**config.mk**
```make
export PLATFORM = sky130hd
export DESIGN_NAME = wm_phase_timer_flat
export DESIGN_NICKNAME = d
export VERILOG_FILES = /design/src/rtl/wm_phase_timer_pkg.sv /design/src/rtl/wm_phase_timer_if.sv /design/src/rtl/wm_phase_timer_tick_prescaler.sv /design/src/rtl/wm_phase_timer.sv /design/src/flat_wrapper.sv
export SDC_FILE = /design/constraint.sdc
export NUM_CORES = 1
export LEC_CHECK = 0
export ABC_AREA = 1
export CORE_MARGIN = 8
export CORE_UTILIZATION = 40
export CTS_BUF_LIST = sky130_fd_sc_hd__clkbuf_2 sky130_fd_sc_hd__clkbuf_4 sky130_fd_sc_hd__clkbuf_8
export CTS_CLUSTER_SIZE = 25
export DETAILED_ROUTE_END_ITERATION = 12
export PLACE_DENSITY = 0.61
export SLEW_MARGIN = 0
export SYNTH_ARGS = -nofsm -noshare
export SYNTH_HDL_FRONTEND = slang
export SYNTH_HIERARCHICAL = 1
export SYNTH_SLANG_ARGS = --single-unit
```
**constraint.sdc**
```tcl
create_clock -name clk -period 4.35 [get_ports clk]
set_input_delay 0.87 -clock clk [delete_from_list [all_inputs] [get_ports clk]]
set_output_delay 0.87 -clock clk [all_outputs]
set_load 0.005 [all_outputs]
```
**src/rtl/wm_phase_timer_pkg.sv**
```systemverilog
// Shared washing-machine definitions: phase codes, wash modes, timer states
// and the per-mode, per-phase duration table.
package wm_pkg;

  localparam logic [1:0] PH_SOAK  = 2'b00;
  localparam logic [1:0] PH_WASH  = 2'b01;
  localparam logic [1:0] PH_RINSE = 2'b10;
  localparam logic [1:0] PH_SPIN  = 2'b11;

  typedef enum logic [1:0] {
    QUICK  = 2'd0,
    NORMAL = 2'd1,
    HEAVY  = 2'd2
  } wm_mode_e;

  localparam logic [1:0] ST_IDLE  = 2'd0;
  localparam logic [1:0] ST_RUN   = 2'd1;
  localparam logic [1:0] ST_PAUSE = 2'd2;
  localparam logic [1:0] ST_DONE  = 2'd3;

  // modes = {mode3, mode2, mode1}; heavier modes win, nothing selected means quick
  function automatic wm_mode_e wm_decode_mode(input logic [2:0] modes);
    wm_mode_e m;
    casez (modes)
      3'b1??:  m = HEAVY;
      3'b01?:  m = NORMAL;
      default: m = QUICK;
    endcase
    return m;
  endfunction

  function automatic logic [7:0] wm_duration(input wm_mode_e mode, input logic [1:0] ph);
    logic [7:0] d;
    d = 8'd5;
    case (mode)
      QUICK:  d = (ph == PH_WASH) ? 8'd10 : 8'd5;
      NORMAL: d = (ph == PH_WASH) ? 8'd20 : 8'd10;
      HEAVY: begin
        case (ph)
          PH_SOAK:  d = 8'd20;
          PH_WASH:  d = 8'd40;
          PH_RINSE: d = 8'd20;
          default:  d = 8'd15;
        endcase
      end
      default: d = 8'd5;
    endcase
    return d;
  endfunction

endpackage

```
**src/rtl/wm_phase_timer_if.sv**
```systemverilog
// Controller-FSM <-> phase timer signal bundle.
interface wm_phase_timer_if #(parameter int CNT_W = 8);
  logic             timer_enable;
  logic [1:0]       phase_sel;
  logic             mode1;
  logic             mode2;
  logic             mode3;
  logic             lid;
  logic             timer_done;
  logic [CNT_W-1:0] remaining;
  logic             running;
  logic             paused;

  modport master (
    output timer_enable, phase_sel, mode1, mode2, mode3, lid,
    input  timer_done, remaining, running, paused
  );

  modport slave (
    input  timer_enable, phase_sel, mode1, mode2, mode3, lid,
    output timer_done, remaining, running, paused
  );
endinterface

```
**src/rtl/wm_phase_timer_tick_prescaler.sv**
```systemverilog
// Free-running divider: tick on every TICK_DIV-th cycle that is not held.
module wm_tick_prescaler #(
  parameter int TICK_DIV = 50000000
) (
  input  logic clk,
  input  logic rst_n,
  input  logic clr,
  input  logic hold,
  output logic tick
);

  localparam int PW = (TICK_DIV > 1) ? $clog2(TICK_DIV) : 1;
  localparam logic [PW-1:0] TERM = PW'(TICK_DIV - 1);

  logic [PW-1:0] cnt_q;

  // A held cycle never ticks, so a tick landing on a pause is deferred rather than lost
  assign tick = !hold && (cnt_q == TERM);

  always_ff @(posedge clk or negedge rst_n) begin
    if (!rst_n) begin
      cnt_q <= '0;
    end else if (clr) begin
      cnt_q <= '0;
    end else if (!hold) begin
      cnt_q <= (cnt_q == TERM) ? '0 : cnt_q + 1'b1;
    end
  end

endmodule

```
**src/rtl/wm_phase_timer.sv**
```systemverilog
// Phase timer: loads a per-mode/per-phase duration and counts it down in
// prescaled time units, freezing while the lid is open.
//
// state | meaning
// IDLE  | not timing, remaining = 0
// RUN   | counting down
// PAUSE | lid open, prescaler and remaining frozen
// DONE  | duration expired, waiting for the FSM to move on
module wm_phase_timer
  import wm_pkg::*;
#(
  parameter int TICK_DIV = 50000000,
  parameter int CNT_W    = 8
) (
  input logic           clk,
  input logic           rst_n,
  wm_phase_timer_if.slave bus
);

  logic [1:0]       state_q, state_d;
  logic [1:0]       ph_q, ph_d;
  logic [CNT_W-1:0] rem_q, rem_d;
  logic             done_q, done_d;
  logic             running_q, paused_q;
  logic             clr, hold, tick;
  logic             load;
  logic [CNT_W-1:0] load_val;

  wm_tick_prescaler #(.TICK_DIV(TICK_DIV)) u_prescaler (
    .clk   (clk),
    .rst_n (rst_n),
    .clr   (clr),
    .hold  (hold),
    .tick  (tick)
  );

  // Mode is only sampled here, so mid-phase mode changes take effect at the next load
  assign load_val = CNT_W'(wm_duration(wm_decode_mode({bus.mode3, bus.mode2, bus.mode1}),
                                       bus.phase_sel));
  assign load     = bus.timer_enable && ((state_q == ST_IDLE) || (bus.phase_sel != ph_q));

  always_comb begin
    state_d = state_q;
    ph_d    = ph_q;
    rem_d   = rem_q;
    done_d  = 1'b0;
    clr     = 1'b0;
    hold    = 1'b1;
    if (!bus.timer_enable) begin
      state_d = ST_IDLE;
      rem_d   = '0;
      clr     = 1'b1;
    end else if (load) begin
      ph_d  = bus.phase_sel;
      rem_d = load_val;
      clr   = 1'b1;
      if (load_val == '0) begin
        state_d = ST_DONE;
        done_d  = 1'b1;
      end else begin
        state_d = ST_RUN;
      end
    end else if ((state_q == ST_RUN) || (state_q == ST_PAUSE)) begin
      // A closing lid lets the prescaler advance on that same cycle, so no time is lost
      hold = bus.lid;
      if (bus.lid) begin
        state_d = ST_PAUSE;
      end else if (tick) begin
        if (rem_q <= CNT_W'(1)) begin
          rem_d   = '0;
          done_d  = 1'b1;
          state_d = ST_DONE;
        end else begin
          rem_d   = rem_q - 1'b1;
          state_d = ST_RUN;
        end
      end else begin
        state_d = ST_RUN;
      end
    end
  end

  always_ff @(posedge clk or negedge rst_n) begin
    if (!rst_n) begin
      state_q   <= ST_IDLE;
      ph_q      <= PH_SOAK;
      rem_q     <= '0;
      done_q    <= 1'b0;
      running_q <= 1'b0;
      paused_q  <= 1'b0;
    end else begin
      state_q   <= state_d;
      ph_q      <= ph_d;
      rem_q     <= rem_d;
      done_q    <= done_d;
      running_q <= (state_d == ST_RUN);
      paused_q  <= (state_d == ST_PAUSE);
    end
  end

  assign bus.timer_done = done_q;
  assign bus.remaining  = rem_q;
  assign bus.running    = running_q;
  assign bus.paused     = paused_q;

endmodule

```
**src/flat_wrapper.sv**
```systemverilog
// flat-port wrapper written by rule: the top's interface ports become plain ports
module wm_phase_timer_flat import wm_pkg::*;
#(
  parameter int TICK_DIV = 50000000,
  parameter int CNT_W    = 8
)
  (clk, rst_n, bus_timer_enable, bus_phase_sel, bus_mode1, bus_mode2, bus_mode3, bus_lid, bus_timer_done, bus_remaining, bus_running, bus_paused);
  wm_phase_timer_if #(.CNT_W(CNT_W)) bus_i ();
  input logic clk;
  input logic rst_n;
  input wire logic [$bits(bus_i.timer_enable)-1:0] bus_timer_enable;
  input wire logic [$bits(bus_i.phase_sel)-1:0] bus_phase_sel;
  input wire logic [$bits(bus_i.mode1)-1:0] bus_mode1;
  input wire logic [$bits(bus_i.mode2)-1:0] bus_mode2;
  input wire logic [$bits(bus_i.mode3)-1:0] bus_mode3;
  input wire logic [$bits(bus_i.lid)-1:0] bus_lid;
  output wire logic [$bits(bus_i.timer_done)-1:0] bus_timer_done;
  output wire logic [$bits(bus_i.remaining)-1:0] bus_remaining;
  output wire logic [$bits(bus_i.running)-1:0] bus_running;
  output wire logic [$bits(bus_i.paused)-1:0] bus_paused;
  assign bus_i.timer_enable = bus_timer_enable;
  assign bus_i.phase_sel = bus_phase_sel;
  assign bus_i.mode1 = bus_mode1;
  assign bus_i.mode2 = bus_mode2;
  assign bus_i.mode3 = bus_mode3;
  assign bus_i.lid = bus_lid;
  assign bus_timer_done = bus_i.timer_done;
  assign bus_remaining = bus_i.remaining;
  assign bus_running = bus_i.running;
  assign bus_paused = bus_i.paused;
  wm_phase_timer #(.TICK_DIV(TICK_DIV), .CNT_W(CNT_W)) u_core (.clk(clk), .rst_n(rst_n), .bus(bus_i));
endmodule
```
* Word-level counts from Yosys, hierarchy flattened
Index checks and enable logic that the tools add are counted.
Word-level totals: register bits 41, latch bits 0, bits in writable memories 0, ROM bits 0, bits of input ports 9, logic and storage cells 70, memories 0
Cells by class: $add $sub $neg 2, multipliers 0, divide/modulo/power cells 0, $lt $le $gt $ge 1, equality and inequality tests 15, shifts and indexed selects 0, mux-type cells 33, bitwise operators 0, reduce and logical (&&, ||, !) cells 12
Operator list (count):
- 26-bit 2-to-1 mux | 3
- 8-bit 2-to-1 mux | 6
- 26-bit by 1-bit adder with 26-bit output, second input constant | 1
- 26-bit equality test, second input constant | 1
- 8-bit case mux with 3 select lines | 1
- 2-bit 2-to-1 mux | 7
- 1-bit 2-to-1 mux | 12
- 6-bit case mux with 2 select lines | 1
- 2-bit by 1-bit equality test with 1-bit output, second input constant | 5
- 2-bit equality test, second input constant | 4
- 8-bit by 1-bit <= comparator with 1-bit output, second input constant | 1
- 8-bit logical NOT | 1
- 8-bit by 1-bit subtractor with 8-bit output, second input constant | 1
- 2-bit logical NOT | 3
- 3-bit by 1-bit != test with 1-bit output, second input constant | 2
- 5-bit 2-to-1 mux | 1
- 4-bit 2-to-1 mux | 1
- 2-bit case mux with 2 select lines | 1
- 3-bit by 2-bit != test with 1-bit output, second input constant | 1
- 3-bit AND reduction | 1
- 1-bit logical AND | 2
- 1-bit logical OR | 2
- 2-bit by 1-bit != test with 1-bit output, second input constant | 1
- 2-bit != test | 1
- 3 further kinds | 3

* Depth between registers and ports, before layout
Gate-level depths: netlist of run 1.
depth after elaboration 13, depth in mapped cells 15

* Cells and area by module
Netlist of run 1, hierarchy kept.
Modules (own cells, without submodules):
- wm_tick_prescaler | times used 1, cells each 246, area an instance 1647.8 µm²
- wm_phase_timer | times used 1, cells each 157, area an instance 1081.0 µm²

* Worst setup path before layout of run 1
Ideal clock, no wire load.
path kind input to register, start input port bus_phase_sel[0], end register u_core.u_prescaler.cnt_q[7], arrival 2.149 ns, setup slack 2.077 ns, stages on the path 11, buffers on the path 1, cells stage by stage nand2_2 nand3_2 nor2_8 nand2_2 inv_2 nand2_1 nand2_1 buf_2 nand3_1 o31ai_1 nor2_1
Between the ends: word-level cells in the longest chain between the ends 6, elaborated cells on any way between the ends 9, classes of those cells 2 x eq/ne; 5 x mux; 2 x reduce/logical
RTL lines:
- from (decl) | line flat_wrapper.sv:12 | input wire logic [$bits(bus_i.phase_sel)-1:0] bus_phase_sel;
- 2-bit != test (*) | line wm_phase_timer.sv:40 | assign load = bus.timer_enable && ((state_q == ST_IDLE) || (bus.phase_sel != ph_q));
- 1-bit logical OR (*) | line wm_phase_timer.sv:40
- 1-bit logical AND (*) | line wm_phase_timer.sv:40
- 1-bit 2-to-1 mux (*) | line wm_phase_timer.sv:53 | end else if (load) begin
- 1-bit 2-to-1 mux (*) | line wm_phase_timer.sv:49 | if (!bus.timer_enable) begin
- net u_core.clr | line wm_phase_timer.sv:25 | logic clr, hold, tick;
- 2-bit by 1-bit != test with 1-bit output (no line) / 26-bit 2-to-1 mux (equally long branches)
- to (signal assigned) | line wm_phase_timer_tick_prescaler.sv:26 | cnt_q <= (cnt_q == TERM) ? '0 : cnt_q + 1'b1;
- to (decl) | line wm_phase_timer_tick_prescaler.sv:15 | logic [PW-1:0] cnt_q;
The timed path passes the listed nets; every way through them passes the cells marked *. A chain may end at the register's enable or synchronous reset.

* Worst setup path after layout of run 1
start input port bus_phase_sel[0], end register u_core.u_prescaler.cnt_q[18]
Same word-level chain as after synthesis.

==> results of run 1 <==
[stage by stage]
stage               util (%)  hold slack (ps)  std cells  setup slack [ps]
finish                  46.1              541        506              1270
global route            46.1              577        506              1040
CTS                     46.1              543        506              1270
detailed placement      44.8              521        499               969
global placement        44.8              515        499               972
floorplan                  -              494        403              2080
[path summary, 6_finish.rpt]
kind	to	slack, ps	cells past startpoint
max in group asynchronous	u_core/u_prescaler/cnt_q[11]	3060	1
worst min register to register	u_core/ph_q[1]	540	2
worst max-delay path	u_core/u_prescaler/cnt_q[18]	1270	14
worst min-delay path	u_core/ph_q[1]	540	2
min in group asynchronous	u_core/u_prescaler/cnt_q[24]	710	1
worst max register to register	u_core/u_prescaler/cnt_q[18]	1860	14
[cells by family after synthesis]
family	after synthesis	synth area share, %
AO/OA/AOI/OAI	15	3.48
XOR/XNOR	12	3.85
adder cells (fa/ha/maj)	4	1.83
buffers and inverters	60	8.94
flip-flops	41	37.6
AND/OR/NAND/NOR	271	44.3
[cells in the final DEF (no fill, tap or decap), types with 2 or more instances in the layout]
cell type / n
sky130_fd_sc_hd__clkinv_4: 2
sky130_fd_sc_hd__nand4_1: 12
sky130_fd_sc_hd__o21ai_0: 6
sky130_fd_sc_hd__nand2_1: 123
sky130_fd_sc_hd__dfrtp_1: 41
sky130_fd_sc_hd__nor3_1: 3
sky130_fd_sc_hd__inv_2: 5
sky130_fd_sc_hd__nor2_1: 71
sky130_fd_sc_hd__inv_1: 50
sky130_fd_sc_hd__nand3_2: 4
sky130_fd_sc_hd__nand3_1: 38
sky130_fd_sc_hd__xnor2_1: 3
sky130_fd_sc_hd__clkbuf_8: 6
sky130_fd_sc_hd__o211ai_1: 2
sky130_fd_sc_hd__xor2_1: 9
sky130_fd_sc_hd__o21bai_1: 2
sky130_fd_sc_hd__nand2_2: 6
sky130_fd_sc_hd__ha_1: 4
sky130_fd_sc_hd__a21oi_1: 2
sky130_fd_sc_hd__nor2_2: 9
sky130_fd_sc_hd__clkdlybuf4s50_1: 17
[registers in the layout, summed over array words and instances, names as in the netlist]
register	count
u_core/bus.remaining	8
u_core/ph_q	2
u_core/bus.timer_done	1
u_core/u_prescaler/cnt_q	26
u_core/bus.running	1
u_core/bus.paused	1
u_core/state_q	2
[per-layer routing]
| layer | wire length (um) | share of wire, % | global-route usage (%) |
|---|---|---|---|
| met4 | 69 | 1.1 | 4.13 |
| met1 | 2810 | 46 | 16.3 |
| met5 | 0 | 0 | 0 |
| met2 | 3010 | 49 | 24.0 |
| met3 | 221 | 3.6 | 2.54 |
[worst max-delay path, delay by kind of cell]
kind          cells  cell delay [ps]
simple gates     10             1410
buf+inv           4              950
[power groups by stage]
stage / clock [mW] / combinational, mW / sequential, mW
floorplan: 0 / 0.181 / 0.428
global placement: 0 / 0.265 / 0.430
detailed placement: 0 / 0.266 / 0.430
CTS: 0.266 / 0.267 / 0.423
global route: 0.279 / 0.300 / 0.426
finish: 0.253 / 0.263 / 0.423
[cell type report]
cell class	instances	area [um^2]
Multi-Input combinational cell	302	1460
Inverter	57	224
Timing Repair Buffer	19	183
Clock buffer	6	82.6
Clock inverter	1	7.51
Sequential cell	41	1030
Tap cell	80	100
Fill cell	698	3600
==> summary.md, run 1 <==
| Metric | Value |
|---|---|
| Routed length per placed instance | `about 12 um` |
| Ratio of total power to cell area | `305 mW/mm^2` |
| Post-route setup TNS | `0 ps` |
| Latest clock arrival within the worst-skew pair | `290 ps` |
| Yosys top cell area share | `37.6%` |
| CTS Root Buffer Type | `sky130_fd_sc_hd__clkbuf_8` |
| Worst path slowest cell | `sky130_fd_sc_hd__clkdlybuf4s50_1` |
| VDD IR-drop max | `slightly above 0.2 mV` |
| Status | `finished, final reports clean` |
| Clock Path Buffers | `2` |
| Height of the chip | `roughly 99 um` |
| Reg-to-reg critical path startpoint | `u_core/state_q[0]` |
| Fraction of final layout cells with drive strength greater than 1 | `a little under a tenth` |
| Average instance area after synthesis | `between 6 and 7 um^2` |
| Global-route wire length before repair | `10900 um` |
| Sinks on the clock net | `a little over 40` |
| Final period util | `70.7%` |
| Clock network fraction of total power | `26.9%` |
| Worst Hold Launch | `u_core/ph_q[1]` |
| Via count of the first global-routing pass | `about 2400` |
| Proportion of power drawn by flip-flops and latches | `between 40% and 50%` |
| Leak pwr | `about 1.5 nW` |
| Number of slew-limit violations in the final report | `0` |
| Ranking of synthesized cells by instance count | `sky130_fd_sc_hd__nand2_1, sky130_fd_sc_hd__nor2_1, sky130_fd_sc_hd__inv_1` |
| Number of iterations in the first detailed-routing pass | `4` |
| Path category of the worst min-delay check | `reg -> reg` |
| DP HPWL | `4690 um` |
| Core Footprint | `roughly 0.0067 mm^2` |
| Die Wd | `98.6 um` |
| Clock tree from TritonCTS | `yes` |
| Share of flip-flops with an asynchronous set or reset after synthesis | `between 90% and 100%` |
| RSZ-0062 raised after global routing | `no` |
| Number of instances resized during post-cts repair | `0` |
| Row count | `30` |
| Overall routed net length | `6110 um` |
| Global router's overall resource usage | `between 10% and 20%` |
| Final Hold Fails | `0` |
| Setup Viol. Count Final | `0` |
| Routed vias/inst | `between 4 and 5` |
| Switching power | `about 310 uW` |
| Library cell occupying the most area in the post-synthesis netlist | `sky130_fd_sc_hd__dfrtp_1` |
| Synthesis-to-finish area growth | `12.9%` |
| Source of the critical timing path | `bus_phase_sel[0]` |
| Post-CTS setup-driven buffer insertion count | `0` |
| Final Critical Period | `between 3000 and 4000 ps` |
| # hold bufs at CTS | `0` |
| Initial antenna violation count | `0` |
| CP dominant cell by count | `sky130_fd_sc_hd__nand2_1` |
| Global route total overflow | `0` |
| Final net count | `around 440` |
| Largest fanout of any net on the critical path | `11` |
| Maximum clock frequency | `roughly 330 MHz` |
| Sequential cell area fraction in the yosys report | `around 38%` |
| Clock skew | `roughly 11 ps` |
| Post-route total power | `approximately 940 uW` |
| Initial core utilization | `between 40 and 50%` |
| Critical path arrival | `around 3300 ps` |
| Startpoint class of the critical path | `input port` |
| Iteration-0 DRC Markers | `~160` |
| Tightest slew margin relative to the limit | `approximately two fifths` |
| Total clock buffers created by CTS | `5` |
| Most instantiated library cell after synthesis | `sky130_fd_sc_hd__nand2_1` |
| Number of library cell types mapped by synthesis | `30` |
| CTS clock-pin slew for the worst setup and hold paths | `80 ps` |
| Antenna diodes | `0` |
| Number of routed nets with antenna violations | `0` |
| Share of total power in combinational logic | `approximately 28%` |
| Critical path, cell by cell | `clkdlybuf4s50_1 -> inv_2 -> nand2_2 -> nand2_4 -> nor2_8 -> nand2_2 -> inv_2 -> nand2_1 -> nand2_1 -> inv_1 -> nor2_1 -> nand2_1 -> nor3_1 -> nor2_1` |
| Total of warnings raised by yosys | `6` |
| Fraction of power spent switching nets | `between 30% and 40%` |
| Placer congestion estimate | `around 0.84` |
| Via count | `2497` |
| Critical path capture point type | `flop` |
| DP Area | `roughly 0.003 mm^2` |
| Synthesized Nets | `416` |
| Transition time at the pin with the least slew margin | `921 ps` |
| Most area-consuming cells after synthesis | `sky130_fd_sc_hd__dfrtp_1, sky130_fd_sc_hd__nand2_1, sky130_fd_sc_hd__nor2_1` |
| Main flop type after synthesis | `sky130_fd_sc_hd__dfrtp_1` |
| Largest net degree at the start of global routing | `between 40 and 50` |
| EDFF count, synth | `0` |
| Cell-internal power | `around 630 uW` |
| Detailed-route DRC error count | `0` |
| Die Area | `around 0.0097 mm^2` |
| Netlist area before placement | `between 0.002 and 0.003 mm^2` |
| H-tree level count | `2` |
| Design area | `between 0.003 and 0.004 mm^2` |
| Crit path kind | `in -> reg` |
| Boundary Pins | `20` |
| Max-cap check violation count | `0` |
| Number of standard cells after synthesis | `403` |
| CP peak stage delay | `between 500 and 600 ps` |
| Critical Path RT | `between 4000 and 5000 ps` |
| Post-synthesis register bit count | `~40` |
| Number of buffer cells added on primary ports | `18` |
Note: power is estimated with default switching activity, not from simulation.
==> inputs of run 2 (changes only) <==
Settings changed: PLACE_DENSITY 0.61 to 0.63.
Clock period 4.35 ns to 2.6 ns, I/O delays scaled along.
==> summary.md, run 2 (same netlist as run 1, synthesis figures left out) <==
| Metric | Value |
|---|---|
| Status | `finished, final reports clean (unchanged)` |
| Synthesis-to-finish area growth | `15.4% (was 12.9%)` |
| Number of instances resized during post-cts repair | `0 (unchanged)` |
| Via count | `2506 (was 2497)` |
| Largest net degree at the start of global routing | `42 (unchanged)` |
| Initial antenna violation count | `0 (unchanged)` |
| Critical path capture point type | `flop (unchanged)` |
| Share of total power in combinational logic | `26.7% (was 28.0%)` |
| Fraction of final layout cells with drive strength greater than 1 | `10.9% (was 9.39%)` |
| Crit path kind | `in -> reg (unchanged)` |
| Tightest slew margin relative to the limit | `38.5% (was 38.6%)` |
| Total clock buffers created by CTS | `5 (unchanged)` |
| Placer congestion estimate | `0.869 (was 0.843)` |
| Critical Path RT | `2790 ps (was 4530 ps)` |
| Most common cell after layout, fill and taps aside | `sky130_fd_sc_hd__nand2_1 (unchanged)` |
| Fraction of power spent switching nets | `32.6% (was 33.0%)` |
| Clock Path Buffers | `2 (unchanged)` |
| Iteration-0 DRC Markers | `124 (was 157)` |
| Setup Viol. Count Final | `0 (unchanged)` |
| Leak pwr | `1.51 nW (was 1.46 nW)` |
| Detailed-route DRC error count | `0 (unchanged)` |
| Cell-internal power | `1.14 mW (was 629 uW)` |
| Post-CTS setup-driven buffer insertion count | `0 (unchanged)` |
| Largest fanout of any net on the critical path | `19 (was 11)` |
| Die Area | `0.00972 mm^2 (unchanged)` |
| Latest clock arrival within the worst-skew pair | `300 ps (was 290 ps)` |
| Max FFs per register | `26 (unchanged)` |
| DP HPWL | `4630 um (was 4690 um)` |
| VDD IR-drop max | `0.294 mV (was 0.201 mV)` |
| Final period util | `slightly below 90%` |
| Number of slew-limit violations in the final report | `0 (unchanged)` |
| Global-route wire length before repair | `11100 um (was 10900 um)` |
| Final net count | `445 (was 439)` |
| Final Hold Fails | `0 (unchanged)` |
| Initial core utilization | `40.8% (unchanged)` |
| Overall routed net length | `6060 um (was 6110 um)` |
| Routed length per placed instance | `11.8 um (was 12.1 um)` |
| Number of iterations in the first detailed-routing pass | `5 (was 4)` |
| Clock network fraction of total power | `31.4% (was 26.9%)` |
| Design area | `0.00315 mm^2 (was 0.00308 mm^2)` |
| Via count of the first global-routing pass | `2434 (was 2445)` |
| Ratio of total power to cell area | `537 mW/mm^2 (was 305 mW/mm^2)` |
| Max-cap check violation count | `0 (unchanged)` |
| Clock skew | `13.0 ps (was 11.0 ps)` |
| CTS clock-pin slew for the worst setup and hold paths | `90 ps (was 80 ps)` |
| Largest register by flop count | `u_core/u_prescaler/cnt_q (unchanged)` |
| Sinks on the clock net | `41 (unchanged)` |
| Startpoint class of the critical path | `input port (unchanged)` |
| Die Wd | `98.6 um (unchanged)` |
| Final Critical Period | `2310 ps` |
| Global router's overall resource usage | `13.6% (about the same)` |
| Transition time at the pin with the least slew margin | `922 ps (was 921 ps)` |
| Antenna diodes | `0 (unchanged)` |
| # hold bufs at CTS | `0 (unchanged)` |
| Critical path arrival | `2500 ps (was 3250 ps)` |
| CTS Root Buffer Type | `sky130_fd_sc_hd__clkbuf_8 (unchanged)` |
| Number of routed nets with antenna violations | `0 (unchanged)` |
| Number of buffer cells added on primary ports | `18 (unchanged)` |
| Smallest hold slack | `351 ps (was 541 ps)` |
| Height of the chip | `98.6 um (unchanged)` |
| Commonest cells after routing, fill and taps aside | `sky130_fd_sc_hd__nand2_1, sky130_fd_sc_hd__nor2_1, sky130_fd_sc_hd__inv_1 (unchanged)` |
| Number of fillers in the final layout | `687 (was 698)` |
| Clock tree from TritonCTS | `yes (unchanged)` |
| Switching power | `551 uW (was 310 uW)` |
| Proportion of power drawn by flip-flops and latches | `41.9% (was 45.0%)` |
| Maximum clock frequency | `432 MHz` |
| Row count | `30 (unchanged)` |
| Setup WS post-layout | `285 ps (was 1270 ps)` |
| Routed vias/inst | `4.88 (was 4.93)` |
| Global route total overflow | `0 (unchanged)` |
| Boundary Pins | `20 (unchanged)` |
| H-tree level count | `2 (unchanged)` |
| DP Area | `0.00304 mm^2 (was 0.00299 mm^2)` |
| Core Footprint | `0.00668 mm^2 (unchanged)` |
| Path category of the worst min-delay check | `in -> async (was reg -> reg)` |
| RSZ-0062 raised after global routing | `no (unchanged)` |
| Pre-CTS WS | `-42.8 ps (was 969 ps)` |
run 2: stage by stage:
stage	power (mW)	TNS, ps	utilization, %	instances
after floorplan	1.02	0	-	403
after global placement	1.17	0	45.4	505
after detailed placement	1.18	-42.8	45.4	505
after CTS	1.72	0	47.1	513
after global routing	1.80	0	47.1	513
final	1.69	0	47.1	513
run 2: power groups by stage:
stage / registers (mW) / logic (mW) / clock network, mW
2_1_floorplan: 0.716 / 0.303 / 0
3_3_place_gp: 0.719 / 0.450 / 0
3_5_place_dp: 0.720 / 0.456 / 0
4_1_cts: 0.708 / 0.458 / 0.554
5_1_grt: 0.714 / 0.514 / 0.572
6_report: 0.708 / 0.452 / 0.531
run 2: critical path: stages:
cell                              delay, ps
sky130_fd_sc_hd__clkdlybuf4s50_1        570
sky130_fd_sc_hd__inv_2                   70
sky130_fd_sc_hd__nand2_2                 80
sky130_fd_sc_hd__nand2_4                 70
sky130_fd_sc_hd__nor2_8                 110
sky130_fd_sc_hd__nand2_2                 70
sky130_fd_sc_hd__inv_2                   70
sky130_fd_sc_hd__nand2_1                 90
sky130_fd_sc_hd__nand2_1                170
sky130_fd_sc_hd__buf_4                  260
sky130_fd_sc_hd__nand3_1                130
sky130_fd_sc_hd__o31ai_1                220
sky130_fd_sc_hd__nor2_1                  70
run 2: worst paths after layout:
path	start	end	slack [ps]	cells past startpoint
max	bus_phase_sel[1]	u_core/u_prescaler/cnt_q[7]	290	13
min	rst_n	u_core/u_prescaler/cnt_q[12]	350	1
max reg2reg	u_core/state_q[0]	u_core/u_prescaler/cnt_q[7]	490	13
min reg2reg	u_core/u_prescaler/cnt_q[1]	u_core/u_prescaler/cnt_q[1]	550	2
max in group asynchronous	rst_n	u_core/u_prescaler/cnt_q[18]	1660	1
min in group clk	u_core/u_prescaler/cnt_q[1]	u_core/u_prescaler/cnt_q[1]	550	2
run 2: layer usage:
layer  routed length, um  global-route usage (%)  vias up
met5                   0                       0        -
met4                  71                    4.01        0
met3                 228                    2.89        6
met2                2850                    23.3       52
met1                2900                    16.8     1135
li1                    -                       -     1313
run 2: area by class of cell:
type | count | area (um^2) | area share, %
clock inverters | 3 | 43.8 | 1.39
multi-input cells | 302 | 1460 | 46.3
flip-flops and latches | 41 | 1030 | 32.6
inverters | 57 | 224 | 7.11
clock buffers | 5 | 68.8 | 2.19
well taps | 80 | 100 | 3.18
repair buffers | 25 | 228 | 7.23
